**src/rtl/snac_db15_poller.sv**
```systemverilog
// SNAC DB15 controller poller: periodically latches the two-player shift chain,
// clocks out 2*BITS active-low bits and publishes decoded button words.
module snac_db15_poller #(
   parameter int CLK_DIV    = 32,
   parameter int POLL_TICKS = 2320,
   parameter int BITS       = 12
) (
   input  logic        clk_74a,
   input  logic        reset_l_main,
   input  logic        enable,
   input  logic        joy_data,
   output logic        joy_clk,
   output logic        joy_load,
   output logic [15:0] joystick1,
   output logic [15:0] joystick2,
   output logic        p1_present,
   output logic        p2_present,
   output logic        frame_valid,
   output logic        busy
);

   localparam int NBITS = 2 * BITS;
   localparam int TW    = (CLK_DIV > 1) ? $clog2(CLK_DIV) : 1;
   localparam int PW    = $clog2(POLL_TICKS + 1);
   localparam int IW    = $clog2(NBITS + 1);

   typedef enum logic [2:0] {IDLE, LATCH, SETTLE, HIGH, DONE} state_t;

   state_t             state_q, state_d;
   logic [TW-1:0]      tick_cnt;
   logic               tick;
   logic [PW-1:0]      poll_q, poll_d;
   logic [IW-1:0]      idx_q, idx_d;
   logic [NBITS-1:0]   raw_q, raw_d;
   logic               latch_second_q, latch_second_d;
   logic [1:0]         sync_q;
   logic               sample;
   logic               publish;
   logic [15:0]        js1_d, js2_d;
   logic               p1_any, p2_any;

   assign tick   = (tick_cnt == TW'(CLK_DIV - 1));
   assign sample = sync_q[1];

   always_ff @(posedge clk_74a or negedge reset_l_main) begin
      if (!reset_l_main) begin
         tick_cnt <= '0;
         sync_q   <= 2'b11;
      end else begin
         tick_cnt <= tick ? '0 : tick_cnt + TW'(1);
         sync_q   <= {sync_q[0], joy_data};
      end
   end

   // The idle timer saturates so a late enable starts a frame on the very next tick.
   always_comb begin
      state_d        = state_q;
      poll_d         = poll_q;
      idx_d          = idx_q;
      raw_d          = raw_q;
      latch_second_d = latch_second_q;
      case (state_q)
         IDLE: begin
            if (tick) begin
               if (enable && (poll_q >= PW'(POLL_TICKS - 1))) begin
                  state_d        = LATCH;
                  poll_d         = '0;
                  latch_second_d = 1'b0;
               end else if (poll_q < PW'(POLL_TICKS)) begin
                  poll_d = poll_q + PW'(1);
               end
            end
         end
         LATCH: begin
            if (tick) begin
               if (latch_second_q) begin
                  state_d = SETTLE;
                  idx_d   = '0;
               end else begin
                  latch_second_d = 1'b1;
               end
            end
         end
         SETTLE: begin
            if (tick) begin
               raw_d[idx_q] = sample;
               idx_d        = idx_q + IW'(1);
               state_d      = (idx_q == IW'(NBITS - 1)) ? DONE : HIGH;
            end
         end
         HIGH: begin
            if (tick) state_d = SETTLE;
         end
         DONE:    state_d = IDLE;
         default: state_d = IDLE;
      endcase
   end

   // Published words come from raw_d so the final bit lands in the same cycle as frame_valid.
   always_comb begin
      publish = (state_q == SETTLE) && (state_d == DONE);
      p1_any  = |raw_d[BITS-1:0];
      p2_any  = |raw_d[NBITS-1:BITS];
      js1_d   = '0;
      js2_d   = '0;
      if (p1_any) js1_d[BITS-1:0] = ~raw_d[BITS-1:0];
      if (p2_any) js2_d[BITS-1:0] = ~raw_d[NBITS-1:BITS];
   end

   always_ff @(posedge clk_74a or negedge reset_l_main) begin
      if (!reset_l_main) begin
         state_q        <= IDLE;
         poll_q         <= '0;
         idx_q          <= '0;
         raw_q          <= '0;
         latch_second_q <= 1'b0;
         joy_clk        <= 1'b0;
         joy_load       <= 1'b0;
         frame_valid    <= 1'b0;
         busy           <= 1'b0;
         joystick1      <= '0;
         joystick2      <= '0;
         p1_present     <= 1'b0;
         p2_present     <= 1'b0;
      end else begin
         state_q        <= state_d;
         poll_q         <= poll_d;
         idx_q          <= idx_d;
         raw_q          <= raw_d;
         latch_second_q <= latch_second_d;
         joy_clk        <= (state_d == HIGH);
         joy_load       <= (state_d == LATCH);
         frame_valid    <= (state_d == DONE);
         busy           <= (state_d != IDLE);
         if (publish) begin
            joystick1  <= js1_d;
            joystick2  <= js2_d;
            p1_present <= p1_any;
            p2_present <= p2_any;
         end
      end
   end

endmodule

```
**config.mk**
```make
export PLATFORM = sky130hd
export DESIGN_NAME = snac_db15_poller
export DESIGN_NICKNAME = d
export VERILOG_FILES = /design/src/rtl/snac_db15_poller.sv
export SDC_FILE = /design/constraint.sdc
export NUM_CORES = 1
export LEC_CHECK = 0
export BUFFER_PORTS_ARGS = -buffer_cell sky130_fd_sc_hd__clkbuf_2
export CAP_MARGIN = 10
export CORE_UTILIZATION = 59
export CTS_CLUSTER_DIAMETER = 80
export DETAILED_ROUTE_END_ITERATION = 8
export PLACE_DENSITY = 0.78
export SYNTH_ARGS = -nofsm -noshare
export SYNTH_HDL_FRONTEND = slang
export SYNTH_SLANG_ARGS = --single-unit
```
**constraint.sdc**
```tcl
create_clock -name clk_74a -period 3.35 [get_ports clk_74a]
set_input_delay 0.5025 -clock clk_74a [delete_from_list [all_inputs] [get_ports clk_74a]]
set_output_delay 0.5025 -clock clk_74a [all_outputs]
set_load 0.05 [all_outputs]
```
=== Word level (Yosys, flattened, before mapping) ===
Cells that the tools add are included.

* Bits of input ports: 4
* Register bits after elaboration: 82
* Output and inout port bits: 38

* Reductions and logical operators: 13
* Bitwise logic cells: 2
* Add/sub/neg operators: 3
* Muxes and demuxes: 26
* Magnitude comparators: 4
* Eq/ne operators: 13

{| class="wikitable"
|+ Operators by type and width
! kind !! count
|-
| 2-to-1 mux 12 bit || 4
|-
| 2-to-1 mux 24 bit || 2
|-
| bitwise mux 24 bit || 1
|-
| inverter 12 bit || 2
|-
| OR reduction 12 bit || 2
|-
| 2-to-1 mux 3 bit || 7
|-
| 2-to-1 mux 5 bit || 4
|-
| adder 12 x 1 -> 12 bit (second input constant) || 1
|-
| >= comparator 12 bit (second input constant) || 1
|-
| < comparator 12 bit (second input constant) || 1
|-
| one-hot mux 3 bit (4 select lines) || 1
|-
| adder 5 x 1 -> 5 bit (second input constant) || 2
|-
| equality test 5 bit (second input constant) || 2
|-
| inequality test 2 bit (second input constant) || 5
|-
| one-hot mux 5 bit (2 select lines) || 1
|-
| equality test 3 x 2 -> 1 bit (second input constant) || 3
|-
| AND reduction 4 bit || 2
|-
| equality test 3 x 1 -> 1 bit (second input constant) || 2
|-
| < comparator 5 x 6 -> 1 bit (second input constant) || 1
|-
| nonzero test 2 bit || 3
|-
| demux 1 bit (select 5 bit) || 1
|-
| >= comparator 5 x 1 -> 1 bit (second input constant) || 1
|-
| 2-to-1 mux 1 bit || 4
|-
| equality test 3 bit (second input constant) || 1
|-
| other kinds (5) || 7
|}

=== Depth between registers and ports, before layout ===
Gate-level depths: netlist of the first run.

* Depth after elaboration: 9
* Mapped depth: 12
* Gate-level depth less buffers: 8

=== Worst setup path after synthesis of the first run ===
OpenSTA, ideal clock, no wires.

* Path type: register to register
* Start point: register tick_cnt[0]
* End point: register joystick2[1]
* Data required time: 3.222 ns
* Period minus slack after synthesis: 2.508 ns
* Arrival: 2.380 ns
* Slack: 0.842 ns
* Buffers on the path: 2
* Setup time: 0.128 ns
* Cell stages (with the launch flop): 11
* Cells stage by stage: dfrtp_1 ha_1 and3_1 ha_1 and4bb_1 buf_4 nand3_1 mux2_2 nor4_4 buf_4 a22oi_1

* Cells in the longest elaborated chain, start to end: 5
* Elaborated cells between the ends (all ways): 13
* Classes of those cells: 2 x eq/ne; 8 x mux; 1 x bitwise; 2 x reduce/logical

{| class="wikitable"
|+ RTL lines
! what !! line !! RTL
|-
| from (decl) || 30 || <nowiki>logic [TW-1:0] tick_cnt;</nowiki>
|-
| from (signal assigned) || 50 || <nowiki>tick_cnt <= tick ? '0 : tick_cnt + TW'(1);</nowiki>
|-
| equality test 5 bit || 42 || <nowiki>assign tick = (tick_cnt == TW'(CLK_DIV - 1));</nowiki>
|-
| 2-to-1 mux 24 bit || 85 || <nowiki>if (tick) begin</nowiki>
|-
| 2-to-1 mux 24 bit || 62 || <nowiki>case (state_q)</nowiki>
|-
| net raw_d[16] || 34 || <nowiki>logic [NBITS-1:0] raw_q, raw_d;</nowiki>
|-
| OR reduction 12 bit || 103 || <nowiki>p2_any = |raw_d[NBITS-1:BITS];</nowiki>
|-
| 2-to-1 mux 12 bit || 107 || <nowiki>if (p2_any) js2_d[BITS-1:0] = ~raw_d[NBITS-1:BITS];</nowiki>
|-
| to (signal assigned) || 137 || <nowiki>joystick2 <= js2_d;</nowiki>
|-
| to (decl) || 15 || <nowiki>output logic [15:0] joystick2,</nowiki>
|}

The timed path passes the listed nets, and every way through them passes these cells.
A chain may end at the register's enable or synchronous reset.

=== Worst setup path after layout of the first run ===
Ends and elaborated chain as after synthesis.

==> out/qor_table.md, run 1 <==
| Quantity | Reported | Unit |
|---|---|---|
| Total leakage power | 2.14 | nW |
| Fillers | 552 | - |
| Commonest cells after routing, fill and taps aside | dfrtp_1 (80), nand2_1 (39), clkbuf_2 (32), nor2_1 (29), nand3_1 (26) | - |
| Library cell appearing most often on the critical path | ha_1 | - |
| Number of vias in the routed layout | 3171 | - |
| Ys async rst share | 100 | % |
| Row count | 30 | - |
| Xor/xnor share of the synthesized area | 2.89 | % |
| Worst Clk Skew | 7.90 | ps |
| Crit path max fanout | 13 | - |
| Initial DRT Pass Iterations | 5 | - |
| Class of the most critical setup path | reg2reg | - |
| Post-placement setup slack | 422 | ps |
| Ranking of synthesized cells by area | dfrtp_1 (47%), mux2_2 (3.5%), nand2_1 (3.5%) | - |
| Post-synthesis instance area | 4240 | um^2 |
| Core Box Area | 6870 | um^2 |
| Clk sink count | 82 | - |
| Number of cells in the design after placement | 526 | - |
| Most common cell after layout, fill and taps aside | dfrtp_1 | - |
| Area growth, synth to finish | 7.49 | % |
| Combinational family with the most area after synthesis | simple AND/OR/NAND/NOR gates | - |
| Critical path data required time | 3540 | ps |
| Max VDD drop | 0.242 | mV |
| Slowest-stage cell, CP | nor4_4 | - |
| Outcome | finished clean | - |
| Remaining design rule violation count | 0 | - |
| Floorplan die height | 86.8 | um |
| Share of layout cells above drive strength 1 | 18.8 | % |
| Adder-cell area share of the yosys netlist | 2.07 | % |
| Synthesized instance count | 419 | - |
| Leftover overflow at the end of global routing | 0 | - |
| Highest metal used | met4 | - |
| H-tree Lvls | 3 | - |
| Insertion delay to the later sink of the worst-skew pair | 350 | ps |
| Hold-fix buffers at CTS | 0 | - |
| Overall power of the completed layout | 1.73 | mW |
| Top-level I/O count | 42 | - |
| WL met3 | 351 | um |
| Maximum number of pins on one net before global-route repair | 83 | - |
| Final number of setup-violating endpoints | 0 | - |
| Relative slew slack | 34.0 | % |
| Count of pins over their slew limit | 0 | - |
| Synthesized-area fraction occupied by ao, oa, aoi and oai cells | 15.2 | % |
| Total power per unit cell area | 379 | nW/um^2 |
| Depth of the worst register-to-register path | 8 | - |
| Share of synthesized area spent on multiplexers | 4.75 | % |
| Setup WS post-layout | 423 | ps |
| Post-Route Hold Slack | 230 | ps |
| Area share of the leading cell type in the synthesized netlist | 47.2 | % |
| Max stage delay on crit path | 660 | ps |
| Detailed Place HPWL | 5.69 | mm |
| Slew at the pin with the worst max-slew slack | 990 | ps |
| Synth Area in Simple Gates | 20.1 | % |
| Dominant cell type by area after synthesis | dfrtp_1 | - |
| Length of routed wiring on met1 | 4.11 | mm |
| Number of CTS-inserted buffers | 9 | - |
| Tmin final | 2930 | ps |
| Total global-route track usage | 25.0 | % |
| Starting density of the core | 61.7 | % |
| Post-CTS Setup Repair Bufs | 0 | - |
| Final Util | 66.4 | % |
| Port bufs | 33 | - |
| Cell variety after synth | 60 | - |
| Detailed router's first-iteration violation count | 340 | - |
| Number of enable flip-flop cells after synthesis | 0 | - |
| Number of antenna diodes | 0 | - |
| Via count of the first global-routing pass | 2875 | - |
| Worst hold path stage count | 1 | - |
| Die X-Extent | 86.8 | um |
| Summed area of non-filler cells in the final layout | 4560 | um^2 |
| Routed length per placed instance | 15.6 | um |
| Worst setup EP type | register | - |
| Fmax | 342 | MHz |
| Total die area | 7530 | um^2 |
| Part of the cycle the worst path needs | 87.4 | % |
| Setup total negative slack | 0 | ps |
| Clock tree from TritonCTS | yes | - |
| Post-Synthesis Mean Instance Area | 10.1 | um^2 |
| Cells traversed along the worst timing path | ha_1 -> and3_1 -> ha_1 -> and4bb_1 -> nand3_1 -> mux2_1 -> nor4_4 -> a22oi_1 | - |
| Number of antenna violations at the first check in global routing | 0 | - |
| Startpoint Class | register | - |
| Per-cell via count in the routed design | 5.85 | - |
| PostCTS Resize Cnt | 0 | - |
| Endpoints failing hold | 0 | - |
| Clock buffer depth | 2 | - |
| Antenna Nets Post-Route | 0 | - |
| Global-route wire length before repair | 14.4 | mm |
| Routability-driven placement congestion ratio | 0.873 | - |
| Placed cell areas | 4390 | um^2 |
| Layout Cells excl Fill | 542 | - |
| FF+latch area | 2050 | um^2 |
| Routed wire length | 8.47 | mm |
| Most instantiated flip-flop cell in the synthesis netlist | dfrtp_1 | - |
| Register clock-pin slew on the reported worst setup and hold paths | 80 | ps |
| Register bit total from synthesis | 82 | - |
| Amount of wire on met2 after detailed routing | 3.86 | mm |
| RSZ-0062 raised after global routing | false | - |
| Arrival time worst endpoint | 3120 | ps |
| Root buffer selected by CTS | clkbuf_8 | - |
| Number of nets in the layout | 452 | - |
| Max-cap viol count | 0 | - |
| HP Class | in2reg | - |
| Yosys warns | 0 | - |
| Area taken by multi-input logic gates | 1940 | um^2 |
| Register area share after synthesis | 48.5 | % |
==> cell usage after synthesis, types with 3 or more instances <==
cell        n
nor4_4      3
a311oi_1    3
or2_2       3
clkbuf_1    9
nor3b_1     3
nor2b_1     5
xnor2_1    11
nor2_1     29
o2111ai_1   3
buf_4      13
nor3b_2     3
nand4_1     6
o22ai_1     3
a21boi_1   17
o31ai_1     6
and3_1      3
mux2_1      4
nand3_1    26
a211oi_1    3
ha_1        7
o21ai_1     8
buf_1       3
xor2_1      3
nor4_1      6
buf_6       4
dfrtp_1    80
nand2_1    39
o21a_1      3
a21oi_1    14
buf_2       8
a22oi_1     5
mux2_2     13
o21ai_0    18
nor3_1      9
inv_1      11
==> power by group <==
group,internal [mW],switching (mW)
clock,0.286,0.347
sequential,1.00,0.0172
combinational,0.0178,0.0580
total,1.31,0.422
==> flip-flops by register name (all words and copies together) (netlist names), 2 cells and up <==
register	count
raw_q	24
joystick1	12
joystick2	12
poll_q	12
idx_q	5
tick_cnt	5
state_q	3
sync_q	2
==> critical path: cells and delay by family, from the launching register on <==
kind | cells | cell delay (ps)
flops | 1 | 390
fa+ha+maj | 2 | 350
simple gates | 4 | 1440
compound gates | 1 | 190
mux | 1 | 400
==> logic make-up after synthesis <==
| group | count (synthesis) |
|---|---|
| AND/OR/NAND/NOR | 151 |
| AO/OA/AOI/OAI | 97 |
| flip-flops | 82 |
| buffers and inverters | 49 |
| multiplexers | 18 |
| XOR/XNOR | 14 |
| adder cells (fa/ha/maj) | 7 |
| other | 1 |
==> routing by layer <==
metal / GRT usage, % / up-vias
met1: 37.2 / 1544
met2: 35.9 / 90
met5: 0 / -
met3: 4.10 / 12
met4: 11.5 / 0
li1: - / 1525
==> area by class of cell <==
class / count / share of cell area, %
timing repair buffer: 41 / 5.00
multi-input combinational: 295 / 42.5
clock buffer: 11 / 3.10
clock inverter: 5 / 0.659
inverter: 12 / 0.988
tap: 96 / 2.64
sequential: 82 / 45.1
==> final timing paths <==
check	startpoint	to	slack [ps]
max in group asynchronous	reset_l_main	joystick1[10]$_DFFE_PN0P_	2410
worst max register to register	tick_cnt[0]$_DFF_PN0_	joystick2[1]$_DFFE_PN0P_	420
worst min register to register	sync_q[0]$_DFF_PN1_	sync_q[1]$_DFF_PN1_	360
worst max-delay path	tick_cnt[0]$_DFF_PN0_	joystick2[1]$_DFFE_PN0P_	420
worst min-delay path	joy_data	sync_q[0]$_DFF_PN1_	230
min in group asynchronous	reset_l_main	poll_q[9]$_DFFE_PN0P_	310
(Power assumes the default switching activity.)
==> run 2, diff against run 1 <==
--- a/config.mk
+++ b/config.mk
@@ -7,10 +7,10 @@
 export LEC_CHECK = 0
 export BUFFER_PORTS_ARGS = -buffer_cell sky130_fd_sc_hd__clkbuf_2
 export CAP_MARGIN = 10
-export CORE_UTILIZATION = 59
+export CORE_UTILIZATION = 34
 export CTS_CLUSTER_DIAMETER = 80
 export DETAILED_ROUTE_END_ITERATION = 8
-export PLACE_DENSITY = 0.78
+export PLACE_DENSITY = 0.49
 export SYNTH_ARGS = -nofsm -noshare
 export SYNTH_HDL_FRONTEND = slang
 export SYNTH_SLANG_ARGS = --single-unit
==> run 2 against run 1 <==
Net effect: flip-flop and latch count unchanged; die area increased by 72%; design area increased by 4.6%; global-route usage decreased by 9.3 points; clock skew decreased by 1.4 ps; register-to-register slack improved by 150 ps; critical path type unchanged; highest routed layer unchanged.
==> out/qor_table.md, run 2 (same netlist as run 1, synthesis figures left out) <==
| Quantity | Reported | Unit | Delta |
|---|---|---|---|
| Outcome | finished clean | - |  |
| Internal power summed over all cells | 1.54 | mW | +18% |
| Detailed router's first-iteration violation count | 159 | - | -53% |
| Max VDD drop | 0.247 | mV | +2.3% |
| Endpoints failing hold | 0 | - | unchanged |
| Number of flip-flops in the largest register | 24 | - | unchanged |
| Number of vias in the routed layout | 3099 | - | -2.3% |
| Die X-Extent | 114 | um | +31% |
| Fmax | 360 | MHz | +5.4% |
| Highest metal used | met4 | - |  |
| H-tree Lvls | 3 | - | unchanged |
| PostCTS Resize Cnt | 0 | - | unchanged |
| Sw Pwr | 0.471 | mW | +12% |
| Root buffer selected by CTS | clkbuf_16 | - |  |
| Insertion delay to the later sink of the worst-skew pair | 340 | ps | about the same |
| Total leakage power | 2.20 | nW | +2.6% |
| Post-placement setup slack | 583 | ps | +161 ps |
| HP Class | in2reg | - |  |
| Detailed Place HPWL | 6.13 | mm | +7.7% |
| Total power per unit cell area | 422 | nW/um^2 | +11% |
| Slew at the pin with the worst max-slew slack | 1030 | ps | +44.2 ps |
| WL met3 | 337 | um | -4.0% |
| Per-cell via count in the routed design | 5.03 | - | -14% |
| Count of pins over their slew limit | 0 | - | unchanged |
| Post-Route Hold Slack | 241 | ps | +11.0 ps |
| CP top delay family | simple AND/OR/NAND/NOR gates | - |  |
| Bufs and invs on worst path | 2 | - | +2 |
| Total global-route track usage | 15.7 | % | -9.3 points |
| Leftover overflow at the end of global routing | 0 | - | unchanged |
| Most common cell after layout, fill and taps aside | dfrtp_1 | - |  |
| Slowest-stage cell, CP | dfrtp_1 | - |  |
| Startpoint Class | register | - |  |
| Clock tree from TritonCTS | yes | - |  |
| Row count | 40 | - | +33% |
| Cells traversed along the worst timing path | ha_1 -> and3_1 -> ha_1 -> and4bb_1 -> buf_4 -> a311oi_1 -> nor2_1 -> nor4_4 -> buf_4 -> a22oi_1 | - |  |
| Number of nets in the layout | 454 | - | +0.44% |
| Via count of the first global-routing pass | 2995 | - | +4.2% |
| Hold-fix buffers at CTS | 0 | - | unchanged |
| Routability-driven placement congestion ratio | 0.799 | - | -8.5% |
| Length of routed wiring on met1 | 4.86 | mm | +18% |
| Initial DRT Pass Iterations | 7 | - | +2 |
| Fraction of power spent switching nets | 23.4 | % | -1.0 points |
| Crit path max fanout | 15 | - | +2 |
| Floorplan die height | 114 | um | +31% |
| Max-cap viol count | 0 | - | unchanged |
| Total die area | 12900 | um^2 | +72% |
| Port bufs | 33 | - | unchanged |
| Class of the most critical setup path | reg2reg | - |  |
| Fillers | 1198 | - | +120% |
| Critical path data required time | 3540 | ps | about the same |
| RSZ-0062 raised after global routing | false | - |  |
| Number of antenna diodes | 0 | - | unchanged |
| Part of the cycle the worst path needs | 82.9 | % | -4.5 points |
| Clk sink count | 82 | - | unchanged |
| Register clock-pin slew on the reported worst setup and hold paths | 60 | ps | -20 ps |
| Maximum number of pins on one net before global-route repair | 83 | - | unchanged |
| Routed wire length | 9.23 | mm | +9.0% |
| Area growth, synth to finish | 12.5 | % |  |
| Post-CTS Setup Repair Bufs | 0 | - | unchanged |
| Routed length per placed instance | 15.0 | um | -4.1% |
| Register with the most flip-flops | raw_q | - |  |
| Setup WS post-layout | 574 | ps | +150 ps |
| Top-level I/O count | 42 | - | unchanged |
| Clock network power share | 45.4 | % | +8.8 points |
| Relative contribution of combinational cells to total power | 4.1 | % | -0.3 points |
| Global-route wire length before repair | 15.5 | mm | +8.1% |
| Worst setup EP type | register | - |  |
| Tmin final | 2780 | ps | -150 ps |
| Core Box Area | 12100 | um^2 | +76% |
| Worst Clk Skew | 6.48 | ps | -1.42 ps |
| Clock buffer depth | 2 | - | unchanged |
| Amount of wire on met2 after detailed routing | 3.88 | mm | +0.44% |
| Final number of setup-violating endpoints | 0 | - | unchanged |
| Sequential fraction of design power | 50.6 | % | -8.4 points |
| Max stage delay on crit path | 390 | ps | -270 ps |
| Number of antenna violations at the first check in global routing | 0 | - | unchanged |
| Starting density of the core | 35.2 | % | -27 points |
| Arrival time worst endpoint | 2970 | ps | -150 ps |
| Share of layout cells above drive strength 1 | 19.4 | % | +0.59 points |
| Commonest cells after routing, fill and taps aside | dfrtp_1 (80), nand2_1 (39), clkbuf_2 (32), nor2_1 (29), nand3_1 (25) | - |  |
| Antenna Nets Post-Route | 0 | - | unchanged |
| Setup total negative slack | 0 | ps | unchanged |
| Remaining design rule violation count | 0 | - | unchanged |
| Number of CTS-inserted buffers | 9 | - | unchanged |
| Relative slew slack | 31.1 | % | -2.9 points |
-- run 2: cell count changes in the layout (fill, tap and decap cells not counted), sizes merged --
cell,before,now
buf,9,11
-- run 2: layer usage --
metal  vias up  GRT usage, %
li1       1528             -
met1      1492          22.9
met2        71          22.2
met3         8          2.87
met4         0          7.89
met5         -             0
-- run 2: cell type report --
| cell class | count | area, um^2 | area share [%] |
|---|---|---|---|
| inverters | 12 | 45.0 | 0.944 |
| multi-input cells | 295 | 1940 | 40.8 |
| clock inverters | 5 | 30.0 | 0.630 |
| well taps | 168 | 210 | 4.41 |
| clock buffers | 11 | 243 | 5.09 |
| flip-flops and latches | 82 | 2050 | 43.1 |
| repair buffers | 43 | 243 | 5.09 |
-- run 2: path summary, 6_finish.rpt --
kind	from	end	slack, ps	cells after the start
min in group asynchronous	reset_l_main	poll_q[10]$_DFFE_PN0P_	330	1
max in group asynchronous	reset_l_main	joystick1[0]$_DFFE_PN0P_	2330	1
min reg2reg	sync_q[0]$_DFF_PN1_	sync_q[1]$_DFF_PN1_	360	0
min	joy_data	sync_q[0]$_DFF_PN1_	240	1
max	tick_cnt[0]$_DFF_PN0_	joystick1[6]$_DFFE_PN0P_	570	10
max reg2reg	tick_cnt[0]$_DFF_PN0_	joystick1[6]$_DFFE_PN0P_	570	10
-- run 2: power groups by stage --
stage / combinational (mW) / clock (mW) / sequential, mW
final: 0.0815 / 0.912 / 1.02
after global placement: 0.0839 / 0 / 1.03
after CTS: 0.0840 / 0.943 / 1.02
after global routing: 0.0918 / 0.983 / 1.02
after detailed placement: 0.0840 / 0 / 1.03
after floorplan: 0.0553 / 0 / 1.04
-- run 2: metrics by stage --
step | instances | total power [mW] | area (um^2) | util, %
6_report | 616 | 2.01 | 4770 | 39.5
4_1_cts | 616 | 2.04 | 4770 | 39.5
3_5_place_dp | 600 | 1.12 | 4500 | 37.3
2_1_floorplan | 426 | 1.09 | 4270 | -
3_3_place_gp | 600 | 1.12 | 4500 | 37.3
5_1_grt | 616 | 2.09 | 4770 | 39.5
